### config.mk
export PLATFORM = sky130hd
export DESIGN_NAME = dm_access_ctrl
export DESIGN_NICKNAME = d
export VERILOG_FILES = /design/src/rtl/dm_pkg.sv /design/src/rtl/dm_byte_lane.sv /design/src/rtl/dm_access_ctrl.sv
export SDC_FILE = /design/constraint.sdc
export NUM_CORES = 1
export LEC_CHECK = 0
export ABC_CLOCK_PERIOD_IN_PS = 6450
export CAP_MARGIN = 10
export CORE_UTILIZATION = 25
export DETAILED_ROUTE_END_ITERATION = 12
export PLACE_DENSITY = 0.49
export SETUP_SLACK_MARGIN = 0.5
export SYNTH_ARGS = -nofsm -noshare
export SYNTH_HDL_FRONTEND = slang
export SYNTH_SLANG_ARGS = --single-unit
### constraint.sdc
create_clock -name clk -period 6.45 [get_ports clk]
set_input_delay 0.645 -clock clk [delete_from_list [all_inputs] [get_ports clk]]
set_output_delay 0.645 -clock clk [all_outputs]
set_load 0.005 [all_outputs]
### src/rtl/dm_pkg.sv
// dm_pkg: shared constants and types for the data-memory access controller
//   SZ_*          access size encodings carried on cpu_size
//   state_t       controller FSM states
//   req_t         request fields latched on acceptance
//   MEM_WORDS_DEF default memory depth in words
package dm_pkg;
    localparam int MEM_WORDS_DEF = 3072;
    localparam logic [1:0] SZ_BYTE = 2'b00;
    localparam logic [1:0] SZ_HALF = 2'b01;
    localparam logic [1:0] SZ_WORD = 2'b10;
    typedef enum logic [1:0] {S_IDLE, S_RD, S_WR, S_RESP} state_t;
    typedef struct packed {
        logic        we;
        logic [1:0]  size;
        logic        sign;
        logic        err;
        logic [31:0] addr;
        logic [31:0] wdata;
        logic [31:0] pc;
    } req_t;
endpackage

### src/rtl/dm_byte_lane.sv
// dm_byte_lane: little-endian lane merge for stores and lane extract/extend for loads
//   word_i   in  32  current memory word
//   data_i   in  32  right-aligned store data
//   size_i   in  2   access size
//   offset_i in  2   byte offset within the word
//   sign_i   in  1   1 = sign-extend loads
//   store_o  out 32  word to write back
//   load_o   out 32  extended load value
module dm_byte_lane
    import dm_pkg::*;
(
    input  logic [31:0] word_i,
    input  logic [31:0] data_i,
    input  logic [1:0]  size_i,
    input  logic [1:0]  offset_i,
    input  logic        sign_i,
    output logic [31:0] store_o,
    output logic [31:0] load_o
);
    logic [31:0] bmask, hmask;
    logic [7:0]  bv;
    logic [15:0] hv;

    always_comb begin
        bmask = 32'hFF << {offset_i, 3'b000};
        hmask = 32'hFFFF << {offset_i[1], 4'b0000};
        bv = 8'(word_i >> {offset_i, 3'b000});
        hv = 16'(word_i >> {offset_i[1], 4'b0000});
        // replicate the store data into every lane, then let the mask pick one
        store_o = size_i == SZ_WORD ? data_i :
                  size_i == SZ_HALF ? (word_i & ~hmask) | ({2{data_i[15:0]}} & hmask) :
                                      (word_i & ~bmask) | ({4{data_i[7:0]}} & bmask);
        load_o  = size_i == SZ_WORD ? word_i :
                  size_i == SZ_HALF ? {{16{sign_i & hv[15]}}, hv} :
                                      {{24{sign_i & bv[7]}}, bv};
    end
endmodule

### src/rtl/dm_access_ctrl.sv
// dm_access_ctrl: MEM-stage load/store initiator for a word-only data memory
//   clk, reset                 clock, async active-high reset
//   cpu_req/cpu_ready          request handshake (accepted only in IDLE)
//   cpu_we/size/sign/addr/wdata/pc  request fields
//   cpu_done/cpu_err/cpu_rdata one-cycle response
//   mem_addr/we/wdata/rdata/pc word memory port, combinational read
module dm_access_ctrl
    import dm_pkg::*;
#(
    parameter int MEM_WORDS = MEM_WORDS_DEF
) (
    input  logic        clk,
    input  logic        reset,
    input  logic        cpu_req,
    output logic        cpu_ready,
    input  logic        cpu_we,
    input  logic [1:0]  cpu_size,
    input  logic        cpu_sign,
    input  logic [31:0] cpu_addr,
    input  logic [31:0] cpu_wdata,
    input  logic [31:0] cpu_pc,
    output logic        cpu_done,
    output logic        cpu_err,
    output logic [31:0] cpu_rdata,
    output logic [31:0] mem_addr,
    output logic        mem_we,
    output logic [31:0] mem_wdata,
    input  logic [31:0] mem_rdata,
    output logic [31:0] mem_pc
);
    localparam logic [32:0] LIMIT = 33'(MEM_WORDS) << 2;

    state_t      state_q, state_d;
    req_t        req_q, req_d;
    logic [31:0] rbuf_q, rbuf_d;
    logic [31:0] st_word, ld_word;
    logic        bad;

    always_ff @(posedge clk or posedge reset) begin
        if (reset) begin
            state_q <= S_IDLE;
            req_q   <= '0;
            rbuf_q  <= '0;
        end else begin
            state_q <= state_d;
            req_q   <= req_d;
            rbuf_q  <= rbuf_d;
        end
    end

    assign bad = cpu_size == 2'b11 ||
                 (cpu_size == SZ_HALF && cpu_addr[0]) ||
                 (cpu_size == SZ_WORD && cpu_addr[1:0] != 2'b00) ||
                 {1'b0, cpu_addr} >= LIMIT;

    // sub-word stores read first so the untouched lanes can be merged back
    always_comb begin
        state_d = state_q;
        req_d   = req_q;
        rbuf_d  = rbuf_q;
        case (state_q)
            S_IDLE: if (cpu_req) begin
                req_d = '{we: cpu_we, size: cpu_size, sign: cpu_sign, err: bad,
                          addr: cpu_addr, wdata: cpu_wdata, pc: cpu_pc};
                state_d = bad ? S_RESP : !cpu_we ? S_RD : cpu_size == SZ_WORD ? S_WR : S_RD;
            end
            S_RD: begin
                rbuf_d  = mem_rdata;
                state_d = req_q.we ? S_WR : S_RESP;
            end
            S_WR:    state_d = S_RESP;
            default: state_d = S_IDLE;
        endcase
    end

    dm_byte_lane u_lane (
        .word_i   (rbuf_q),
        .data_i   (req_q.wdata),
        .size_i   (req_q.size),
        .offset_i (req_q.addr[1:0]),
        .sign_i   (req_q.sign),
        .store_o  (st_word),
        .load_o   (ld_word)
    );

    // mem_we depends on state alone so an async reset drops it immediately
    always_comb begin
        cpu_ready = state_q == S_IDLE;
        cpu_done  = state_q == S_RESP;
        cpu_err   = cpu_done && req_q.err;
        cpu_rdata = cpu_done && !req_q.we && !req_q.err ? ld_word : '0;
        mem_we    = state_q == S_WR;
        mem_addr  = state_q == S_IDLE || req_q.err ? '0 : {req_q.addr[31:2], 2'b00};
        mem_wdata = st_word;
        mem_pc    = req_q.pc;
    end
endmodule
# == Word-level counts from Yosys, hierarchy flattened ==
# Index checks and enable logic that the tools add are counted.
# word_totals
regBits,135
input_bits,135
out_inout_bits,132
wordCells,59
# op_classes
muxes,12
order_cmp,1
shifts,4
n_bitwise,10
n_eq_ne,9
reduce_logical,14
# op_table
cell,count
32-bit 2-to-1 mux,6
32-bit bitwise AND,4
32-bit inverter,2
32-bit bitwise OR,2
"32-bit by 14-bit greater-or-equal comparator with 1-bit output, second input constant",1
"16-bit by 5-bit left shift with 32-bit output, first input constant",1
"8-bit by 5-bit left shift with 32-bit output, first input constant",1
32-bit by 5-bit >> shifter with 16-bit output,1
32-bit by 5-bit >> shifter with 8-bit output,1
"2-bit == test, second input constant",5
2-bit 2-to-1 mux,4
"2-bit by 1-bit == test with 1-bit output, second input constant",3
2-bit one-hot mux with 3 select lines,1
1-bit logical AND,5
1-bit logical OR,4
1-bit bitwise AND,2
1-bit zero test,2
2-bit zero test,1
"2-bit inequality test, second input constant",1
2-bit AND reduction,1
2-bit nonzero test,1
1-bit 2-to-1 mux,1

# == Logic depth before layout (Yosys ltp) ==
# Gate-level depths: netlist of run 1.
# depth
word_depth,8
depth_mapped,7
mapped_depth_nobuf,6

# == Modules after synthesis ==
# From an unflattened synthesis of run 1, not the netlist that was laid out.
# hier_totals
hier_cells,696
area_unflattened_um2,7932.6
# by_module_without_submodules
module,instances,area_per_inst_um2,seq_area_each_um2,cells_each
dm_access_ctrl,1,6147.1,3378.2,423
dm_byte_lane,1,1785.5,0.0,273

# == Worst setup path after synthesis of run 1 ==
# Ideal clock, no wire load.
# synth_timing
path_type,reg-to-output
from,register state_q[1]
to,output cpu_rdata[21]
t_arrival_ps,1779
path_stages_with_launch,7
n_path_buf,1
setup_slack_ps,4026
required_ps,5805
cell_sequence,dfrtp_1 ha_1 nor3b_4 o211ai_4 nor4b_4 buf_6 a21o_1
# synth_between
elab_chain_cells,4
# synth_lines
element,line_no,source
start: declaration,dm_access_ctrl.sv:33,"state_t state_q, state_d;"
start signal: assignment,dm_access_ctrl.sv:45,state_q <= state_d;
2-bit == test,dm_access_ctrl.sv:89,cpu_done = state_q == S_RESP;
net cpu_done,dm_access_ctrl.sv:22,"output logic cpu_done,"
1-bit logical AND (2 in series),dm_access_ctrl.sv:91,cpu_rdata = cpu_done && !req_q.we && !req_q.err ? ld_word : '0;
32-bit 2-to-1 mux,dm_access_ctrl.sv:91,
end: declaration,dm_access_ctrl.sv:24,"output logic [31:0] cpu_rdata,"
# The timed path passes the listed nets, and every way through them passes these cells.

# == Final worst setup path of run 1 ==
# layout_timing
from,register req_q[99] in the netlist's numbering
to,output cpu_rdata[17]
# layout_between
elab_chain_cells,4
# layout_lines
element,line_no,source
start: declaration,dm_access_ctrl.sv:34,"req_t req_q, req_d;"
start signal: assignment,dm_access_ctrl.sv:46,req_q <= req_d;
2-bit by 1-bit == test with 1-bit output,dm_byte_lane.sv:34,"size_i == SZ_HALF ? {{16{sign_i & hv[15]}}, hv} :"
32-bit 2-to-1 mux,dm_byte_lane.sv:34,
32-bit 2-to-1 mux *,dm_byte_lane.sv:33,load_o = size_i == SZ_WORD ? word_i :
32-bit 2-to-1 mux *,dm_access_ctrl.sv:91,
# Mark *: on every way between the ends. The rest lies on a longest branch, timed or not.

==> results by group, run 1 <==
Pwr
  – Leakage: 4.39 nW
  – Sw Ratio: a little over a third
  – Reg power frac: 31.1%
  – P_int: roughly 3.6 mW
  – Clock Power Share: 19.0%
  – NetSw: 1.94 mW
  – Worst vdd ir: 207 uV
  – Cell Pwr Density: about 520 nW/um^2
  – Logic pwr share: 49.8%

Place
  – PortBufs: 264
  – Gpl congestion: 0.805
  – Hpwl dp: 16900 um

Min path
  – Hold_sp: req_q[82]
  – Hold path depth: 1
  – Worst hold endpoint: req_q[82]
  – Worst Hold Class: flop to flop

Floorplanning
  – Chip width: 171 um
  – # IOs: between 200 and 300
  – Row count: 61
  – Initial Utilization: between 20 and 30%
  – Core Area: 27900 um^2
  – DIE AREA: 29200 um^2
  – Chip Height: roughly 170 um

Logic synthesis
  – Sequential area share after synthesis: 47.4%
  – Post-Syn Instances: around 610
  – Post-synthesis async set-or-reset flop share: 100%
  – Synthesized flop and latch total: 135
  – Count of cell types in the netlist: 51
  – Post-synthesis area per instance: 11.7 um^2
  – Synthesized cell area: 7130 um^2
  – Main flop type after synthesis: dfrtp_1
  – Yosys warnings: 0
  – Post-synth EDFFs: 0

Drt
  – First-pass DRT Iterations: 4
  – Max Used Layer: met5
  – Met3 Wirelength: ~1500 um
  – Iteration-0 DRC Markers: about 190
  – Final routed DRC violation total: 0
  – DR vias/cell: about 4.5
  – Drt wl/cell: 18.9 um
  – Met2 WL post-DR: 10800 um
  – Via Count: 5440
  – Routed wire length: 23100 um
  – Post-DRT Antenna Nets: 0
  – Metal-1 WL: 10600 um

Worst setup path
  – Worst path cell trace: nor2b_1 > a2111oi_4 > nor4b_4 > a21o_2 > clkdlybuf4s50_1
  – Slowest cell on the critical path: nor4b_4
  – RR Endpoint: mem_pc[14]
  – Slowest Stage Delay on Critical Path: 0.87 ns
  – Critical path class: flop to output pin
  – Critical Path Start Type: flop
  – Arrival time worst endpoint: 3.35 ns
  – Buf+Inv Stages, Crit Path: 1
  – Largest delay share family, worst path: simple AND/OR/NAND/NOR gates
  – Flop2flop setup slack: 3.82 ns
  – CP Max Fanout: 16
  – Critical Path RT: 5.80 ns
  – Critical Path Sink Type: output pin
  – Worst reg-to-reg path cell count: 5
  – Reg2reg start: state_q[1]

STA
  – Upper clock frequency limit: 0.250 GHz
  – Period utilization: 61.9%
  – Final hold viol count: 0
  – Post-Route Skew: around 0.011 ns
  – Slew headroom: 33.9%
  – RSZ-0062 raised after global routing: no
  – Min Hold Slack: between 0.4 and 0.5 ns
  – Final Setup Violations: 0
  – Max Slew Vio Count: 0
  – Setup TNS Final: 0 ns
  – Clock period minus worst slack: 4.00 ns
  – Tightest Pin Transition: 0.991 ns

Clock tree
  – Post-CTS setup buffers: 0
  – Max clock buf depth: 2
  – CTS buffer count: 17
  – Worst skew pair latency: about 0.42 ns
  – Number of hold buffers added after cts: 0
  – TritonCTS clock tree: yes
  – H-tree depth: 4
  – Clk slew on worst S/H paths: approximately 0.07 ns
  – Clock sink total: 135
  – CTS root buffer: clkbuf_16
  – Post-cts gate resize count: 0

Global route
  – Initial antenna violation count: 3
  – Total Routing Usage GR: roughly 16%
  – Largest net degree at the start of global routing: 94
  – GRT Residual Overflow: 0
  – Number of global-route vias before repair: ~5.7k
  – First-pass GRT wire length: 34800 um

Cells and area
  – Fin nets: 966
  – Most frequent cells in the layout: clkdlybuf4s50_1 (264), dfrtp_1 (135), mux2_2 (133), nand2_1 (36), and2_1 (31)
  – Most common cell after layout, fill and taps aside: clkdlybuf4s50_1
  – Share of layout cells above drive strength 1: a little under a quarter
  – Area growth, synth to finish: 47.5%

Run
  – Max Cap Viol: 0

Outcome
  – Status: completed
## worst max-delay path by stage
stage,startpoint,cells past startpoint,slack (ns),endpoint
6_report,req_q[99],5,2.45,cpu_rdata[17]
5_1_grt,state_q[1],6,2.22,cpu_rdata[17]
4_1_cts,req_q[99],5,2.40,cpu_rdata[17]
3_5_place_dp,req_q[99],5,2.85,cpu_rdata[17]
3_3_place_gp,req_q[99],5,2.91,cpu_rdata[17]
2_1_floorplan,reset,1,2.19,mem_pc[0]
## stage by stage
step           utilization (%)  setup WS [ns]  area, um^2  cells  total power [mW]
3_3_place_gp              35.4           2.91        9880   1186              4.49
2_1_floorplan                -           2.19        7130    608              3.18
5_1_grt                   37.6           2.22       10500   1219              5.85
6_report                  37.6           2.45       10500   1219              5.50
3_5_place_dp              35.4           2.85        9880   1186              4.49
4_1_cts                   37.6           2.40       10500   1218              5.57
## registers in the layout, summed over array words and instances (netlist names)
register / count
rbuf_q: 32
mem_pc: 32
req_q: 69
state_q: 2
## cells by family (layout without fill, tap and decap cells)
| group | after synthesis | count (layout) | synth area share (%) |
|---|---|---|---|
| compound gates | 113 | 113 | 11.7 |
| xor+xnor | 2 | 2 | 0.351 |
| fa+ha+maj | 4 | 4 | 0.702 |
| buf+inv | 83 | 315 | 6.70 |
| flops | 135 | 135 | 47.4 |
| mux | 155 | 155 | 24.5 |
| other cells | 1 | 3 | 0.0526 |
| simple gates | 114 | 114 | 8.63 |
## synth_stat cells, types with 2 or more instances
master	n	share of area, %
o22ai_1	7	0.61
o21a_1	2	0.21
and3_2	3	0.32
buf_2	16	1.1
o221ai_1	2	0.25
nand2_1	37	1.9
o211ai_1	5	0.53
a211oi_1	5	0.53
o211a_1	3	0.42
nand2b_1	3	0.26
ha_1	4	0.70
a21o_1	20	2.1
a21o_2	6	0.74
mux4_2	2	0.63
a22o_1	8	0.98
and2_1	31	2.7
a221o_1	7	0.98
clkbuf_1	14	0.74
buf_1	2	0.11
o21ai_0	27	1.9
nor2_1	18	0.95
nor4_1	6	0.53
nor3_1	2	0.14
a22oi_1	5	0.53
dfrtp_1	135	47
inv_1	13	0.68
and2_2	2	0.21
mux2_2	133	21
buf_4	37	3.9
a21oi_1	9	0.63
nor2b_1	4	0.35
nand3_1	2	0.14
mux2i_1	19	2.7
## routing by layer
layer / track usage, % / vias up
met1: 21.3 / 2693
met5: 0 / -
li1: - / 2572
met3: 5.46 / 8
met2: 25.2 / 165
met4: 3.11 / 2
## worst register-to-register path: stages, from the launching register on
cell and delay [ns]:
dfrtp_1 0.41, inv_1 0.08, ha_1 0.29, nand2_4 0.59
buf_4 0.69, mux2_2 0.44
## power groups by stage
stage	logic (mW)	registers (mW)	clock network (mW)
6_report	2.74	1.71	1.05
5_1_grt	2.96	1.77	1.12
4_1_cts	2.78	1.71	1.08
3_5_place_dp	2.77	1.72	0
3_3_place_gp	2.77	1.72	0
2_1_floorplan	1.67	1.52	0
## layout make-up
cell class,count,area [um^2]
Inverter,13,53.8
Timing Repair Buffer,270,2690
Clock inverter,14,189
Sequential cell,135,3380
Multi-Input combinational cell,390,3290
Fill cell,2825,17400
Clock buffer,18,439
Antenna cell,1,2.50
Tap cell,378,473
No activity file was read; power rests on OpenSTA's default activity.
==> inputs of run 2 (changes only) <==
- ABC_CLOCK_PERIOD_IN_PS: 6450 -> 3600
- PLACE_DENSITY: 0.49 -> 0.51
- clock period: 6.45 -> 3.6 ns (I/O delays scaled with it)
==> run 2 against run 1 <==
  * Clock skew decreased by 0.0054 ns
  * Non-clock buffer count increased by 14
  * Critical path depth increased by 4
  * Via count increased by 1.9%
  * Critical endpoint is now cpu_rdata[6]
  * Largest cell class unchanged
  * Largest power group unchanged
==> results by group, run 2 (synthesized netlist as in run 1, its figures left out) <==
Worst setup path
  – Worst reg-to-reg path cell count: 6 (+1)
  – Critical Path Start Type: flop
  – Critical path class: flop to output pin
  – RR Endpoint: req_q[34]
  – Critical Path RT: 3.24 ns (-2.56 ns)
  – Arrival time worst endpoint: 2.62 ns (-0.73 ns)
  – Flop2flop setup slack: 1.26 ns (-2.56 ns)
  – CP Max Fanout: 5 (-11)
  – Critical Path Sink Type: output pin
  – Reg2reg start: state_q[1]

Min path
  – Worst Hold Class: input pin to asynchronous set/reset pin

STA
  – Max Slew Vio Count: 0 (unchanged)
  – Upper clock frequency limit: 0.335 GHz
  – RSZ-0062 raised after global routing: yes
  – Period utilization: between 80 and 90%
  – Clock period minus worst slack: approximately 3.0 ns
  – Setup TNS Final: 0 ns (unchanged)
  – Post-Route Skew: 0.00568 ns (-0.00536 ns)
  – Final setup margin: 0.619 ns (-1.84 ns)
  – Slew headroom: 43.3% (+9.4 points)
  – Final hold viol count: 0 (unchanged)
  – Tightest Pin Transition: 0.850 ns (-0.141 ns)
  – Final Setup Violations: 0 (unchanged)

Cells and area
  – Biggest register: req_q
  – Most frequent cells in the layout: clkdlybuf4s50_1 (264), mux2_2 (133), dfrtp_1 (130), nand2_1 (36), and2_1 (31)
  – Most common cell after layout, fill and taps aside: clkdlybuf4s50_1
  – Max reg flops: 69 (unchanged)
  – Design area: 10700 um^2 (+2.0%)
  – Area growth, synth to finish: 50.4%
  – Share of layout cells above drive strength 1: 25.8% (+2.2 points)
  – Fin nets: 980 (+1.4%)

Drt
  – DR vias/cell: 4.50 (+0.77%)
  – Via Count: 5545 (+1.9%)
  – Post-DRT Antenna Nets: 0 (unchanged)
  – Iteration-0 DRC Markers: 232 (+25%)
  – First-pass DRT Iterations: 4 (unchanged)
  – Routed wire length: 23500 um (+1.7%)
  – Drt wl/cell: 19.0 um (+0.59%)
  – Final routed DRC violation total: 0 (unchanged)

Clock tree
  – CTS buffer count: 17 (unchanged)
  – TritonCTS clock tree: yes
  – H-tree depth: 4 (unchanged)
  – Clock sink total: 135 (unchanged)
  – Max clock buf depth: 2 (unchanged)
  – Clk slew on worst S/H paths: 0.06 ns (about the same)
  – CTS root buffer: clkbuf_16
  – Number of hold buffers added after cts: 0 (unchanged)
  – Worst skew pair latency: 0.42 ns (about the same)

Global route
  – Largest net degree at the start of global routing: 136 (+45%)
  – First-pass GRT wire length: 35300 um (+1.6%)
  – Number of global-route vias before repair: 5710 (+0.99%)
  – Initial antenna violation count: 2 (-1)
  – Total Routing Usage GR: 16.4% (+0.39 points)
  – GRT Residual Overflow: 0 (unchanged)

Pwr
  – Leakage: 4.49 nW (+2.2%)
  – Cell Pwr Density: 935 nW/um^2 (+79%)
  – Total design power: 10.0 mW (+83%)
  – Worst vdd ir: 309 uV (+49%)

Place
  – Setup WS pre-CTS: 0.721 ns (-2.13 ns)
  – Hpwl dp: 16900 um (-0.30%)
  – Gpl congestion: 0.827 (+2.7%)
  – PortBufs: 264 (unchanged)
  – Placed instance area: 9940 um^2 (+0.62%)

Floorplanning
  – Chip Height: 171 um (unchanged)
  – # IOs: 267 (unchanged)
  – Initial Utilization: 25.5% (unchanged)
  – Row count: 61 (unchanged)
  – Core Area: 27900 um^2 (unchanged)
  – DIE AREA: 29200 um^2 (unchanged)
  – Chip width: 171 um (unchanged)

Outcome
  – Status: completed

Run
  – Max Cap Viol: 0 (unchanged)
-- run 2: what timing repair did --
action	4_1_cts	5_1_grt
setup buffers	2	6
gates resized for setup	5	13
setup endpoints to repair	49	42
cloned	0	1
pin swaps	0	2
-- run 2: worst max-delay path, stage by stage (launching register included) --
cell and delay (ns):
dfrtp_2 0.43, ha_4 0.17, nor3b_4 0.15, buf_12 0.13, buf_4 0.13, buf_12 0.12
and3_2 0.22, o211a_1 0.13, a221o_1 0.26, clkdlybuf4s50_1 0.46
-- run 2: routing by layer --
layer	wire length, um	track usage [%]	share of wire [%]
met1	10300	21.3	44
met2	11100	25.9	47
met3	1810	5.51	7.7
met4	255	4.50	1.1
met5	13	0	0.055
-- run 2: worst max-delay path by stage --
stage | start | to | slack, ns
2_1_floorplan | state_q[1] | cpu_rdata[21] | 1.46
3_3_place_gp | state_q[1] | cpu_rdata[18] | 0.76
3_5_place_dp | state_q[1] | cpu_rdata[21] | 0.72
4_1_cts | state_q[1] | cpu_rdata[21] | 0.51
5_1_grt | req_q[99] | cpu_rdata[9] | 0.47
6_report | state_q[1] | cpu_rdata[6] | 0.62
-- run 2: area by class of cell --
type | count | area [um^2]
diodes | 1 | 2.50
clock buffers | 17 | 425
clock inverters | 15 | 203
fillers | 2801 | 17200
inverters | 13 | 52.6
multi-input cells | 390 | 3330
flip-flops and latches | 135 | 3390
well taps | 378 | 473
repair buffers | 284 | 2850
-- run 2: stage by stage --
stage | utilization, % | cells | hold WS, ns
2_1_floorplan | - | 608 | 0.471
3_3_place_gp | 35.6 | 1191 | 0.479
3_5_place_dp | 35.6 | 1191 | 0.487
4_1_cts | 38.0 | 1225 | 0.485
5_1_grt | 38.4 | 1232 | 0.512
6_report | 38.4 | 1233 | 0.477
-- run 2: power breakdown --
part / internal, mW / switching, mW
sequential: 2.31 / 0.753
clock: 1.16 / 0.727
combinational: 3.04 / 2.04
==> inputs of run 3 (changes only) <==
- ABC_CLOCK_PERIOD_IN_PS: 3600 -> 2700
- clock period: 3.6 -> 2.7 ns (I/O delays scaled with it)
==> run 3 against run 2 <==
  * Cell count is 7.1% higher
  * Count of clock-buffer cells in the layout up 1
  * Global-route usage up 0.58 points
  * Worst setup slack worse by 0.51 ns
  * Worst hold slack got worse by 0.36 ns
  * Critical path type unchanged
==> results by group, run 3 (synthesized netlist as in run 1, its figures left out) <==
Global route
  – Number of global-route vias before repair: 6007 (+5.2%)
  – Largest net degree at the start of global routing: 65 (-52%)
  – Initial antenna violation count: 0 (-2)
  – Total Routing Usage GR: 17.0% (+0.58 points)
  – GRT Residual Overflow: 0 (unchanged)
  – First-pass GRT wire length: 36600 um (+3.6%)

Drt
  – Post-DRT Antenna Nets: 0 (unchanged)
  – Iteration-0 DRC Markers: 214 (-7.8%)
  – First-pass DRT Iterations: 5 (+1)
  – Drt wl/cell: 19.0 um (-0.23%)
  – Routed wire length: 25100 um (+6.8%)
  – DR vias/cell: 4.49 (-0.24%)
  – Via Count: 5922 (+6.8%)
  – Final routed DRC violation total: 0 (unchanged)

Floorplanning
  – DIE AREA: 29200 um^2 (unchanged)
  – Chip Height: 171 um (unchanged)
  – # IOs: 267 (unchanged)
  – Chip width: 171 um (unchanged)
  – Row count: 61 (unchanged)
  – Core Area: 27900 um^2 (unchanged)
  – Initial Utilization: 25.5% (unchanged)

Worst setup path
  – Critical Path RT: 2.43 ns (-0.81 ns)
  – Arrival time worst endpoint: 2.32 ns (-0.30 ns)
  – Critical Path Start Type: flop
  – Critical Path Sink Type: output pin
  – Critical path class: flop to output pin
  – Reg2reg start: state_q[1]
  – Worst reg-to-reg path cell count: 9 (+3)
  – Flop2flop setup slack: 0.65 ns (-0.61 ns)
  – CP Max Fanout: 8 (+3)
  – RR Endpoint: mem_pc[30]

Cells and area
  – Most common cell after layout, fill and taps aside: clkdlybuf4s50_1
  – Max reg flops: 69 (unchanged)
  – Most frequent cells in the layout: clkdlybuf4s50_1 (169), mux2_2 (130), dfrtp_1 (128), buf_4 (53), buf_6 (46)
  – Ant diodes: 0 (-1)
  – Register area: 3390 um^2 (unchanged)
  – Design area: 11600 um^2 (+8.5%)
  – Filler Cell Count: 2766 (-1.2%)
  – Fin nets: 1068 (+9.0%)
  – Biggest register: req_q
  – Share of layout cells above drive strength 1: 46.4% (+21 points)
  – Area taken by multi-input logic gates: 3660 um^2 (+10%)
  – Area growth, synth to finish: 63.2%

Place
  – Gpl congestion: 0.865 (+4.7%)
  – Hpwl dp: 17400 um (+3.1%)
  – PortBufs: 264 (unchanged)
  – Placed instance area: 10100 um^2 (+1.2%)

STA
  – Upper clock frequency limit: 0.385 GHz
  – Post-Route Skew: 0.00983 ns (+0.00415 ns)
  – Max Slew Vio Count: 0 (unchanged)
  – Period utilization: a little over nine tenths
  – Final Setup Violations: 0 (unchanged)
  – Final hold viol count: 0 (unchanged)
  – Tightest Pin Transition: 0.590 ns (-0.260 ns)
  – Setup TNS Final: 0 ns (unchanged)
  – RSZ-0062 raised after global routing: yes
  – Slew headroom: 60.7% (+17 points)
  – Clock period minus worst slack: 2.59 ns

Clock tree
  – TritonCTS clock tree: yes
  – Max clock buf depth: 2 (unchanged)
  – Clk slew on worst S/H paths: 0.06 ns (about the same)
  – Worst skew pair latency: 0.42 ns (about the same)
  – CTS root buffer: clkbuf_16
  – Number of hold buffers added after cts: 0 (unchanged)
  – CTS buffer count: 17 (unchanged)
  – Clock sink total: 135 (unchanged)
  – H-tree depth: 4 (unchanged)

Min path
  – Worst Hold Class: input pin to asynchronous set/reset pin

Pwr
  – Leakage: 5.23 nW (+16%)
  – Worst vdd ir: 408 uV (+32%)
  – Total design power: 14.8 mW (+48%)
  – Cell Pwr Density: 1270 nW/um^2 (+36%)

Outcome
  – Status: completed

Run
  – Max Cap Viol: 0 (unchanged)
[run 3: cell count changes in the layout (fill, tap and decap cells not counted), moves of 6 or more]
cell / change
dlygate4sd2_1: +7
buf_6: +44
buf_4: +39
mux2i_1: -8
clkbuf_2: +38
nor2_1: -6
buf_2: +33
buf_12: +7
clkdlybuf4s50_1: -95
[run 3: where the power goes]
group	leakage [nW]	switching, mW	total [mW]	internal [mW]
clock network	0.265	0.989	2.35	1.37
registers	1.59	0.963	4.05	3.08
logic	3.37	3.44	8.41	4.97
[run 3: routing by layer]
| metal | global-route usage, % | vias to the layer above | wire, um |
|---|---|---|---|
| li1 | - | 2791 | - |
| met1 | 22.2 | 2927 | 11100 |
| met2 | 27.2 | 187 | 12000 |
| met3 | 5.00 | 17 | 1690 |
| met4 | 4.70 | 0 | 258 |
| met5 | 0 | - | 0 |
[run 3: stage by stage]
stage          hold WS (ns)  instances  utilization [%]  setup WS [ns]
2_1_floorplan         0.391        608                -          0.651
3_3_place_gp          0.479       1203             36.0          0.199
3_5_place_dp          0.484       1203             36.0          0.119
4_1_cts               0.103       1293             40.7         0.0680
5_1_grt               0.133       1320             41.7         0.0103
6_report              0.112       1320             41.7          0.106
[run 3: how the worst max path moves through the flow]
stage / startpoint / to / cells past startpoint
finish: req_q[99] / cpu_rdata[15] / 7
global route: req_q[65] / cpu_rdata[31] / 9
CTS: state_q[1] / cpu_rdata[25] / 11
detailed placement: state_q[1] / cpu_rdata[23] / 7
global placement: state_q[1] / cpu_rdata[17] / 7
floorplan: state_q[1] / cpu_rdata[21] / 6
[run 3: cell type report]
type,count,share of cell area [%]
clock buffer,18,3.69
clock inverter,14,1.29
inverter,13,0.473
multi-input combinational,390,31.5
sequential,135,29.1
tap,378,4.06
timing repair buffer,372,29.9
[run 3: repair_timing]
item	in CTS	in global routing
gates resized for setup	277	175
endpoints found under the setup margin	94	96
buffers inserted	54	25
pin swaps	18	23
cloned	4	2
[run 3: critical path: stages, from the launching register on]
cell and delay (ns):
dfrtp_2 0.44, buf_4 0.15, nor2b_4 0.16, buf_6 0.17, nor2_1 0.06, nor4_2 0.29, a21o_1 0.13, clkdlybuf4s50_1 0.51
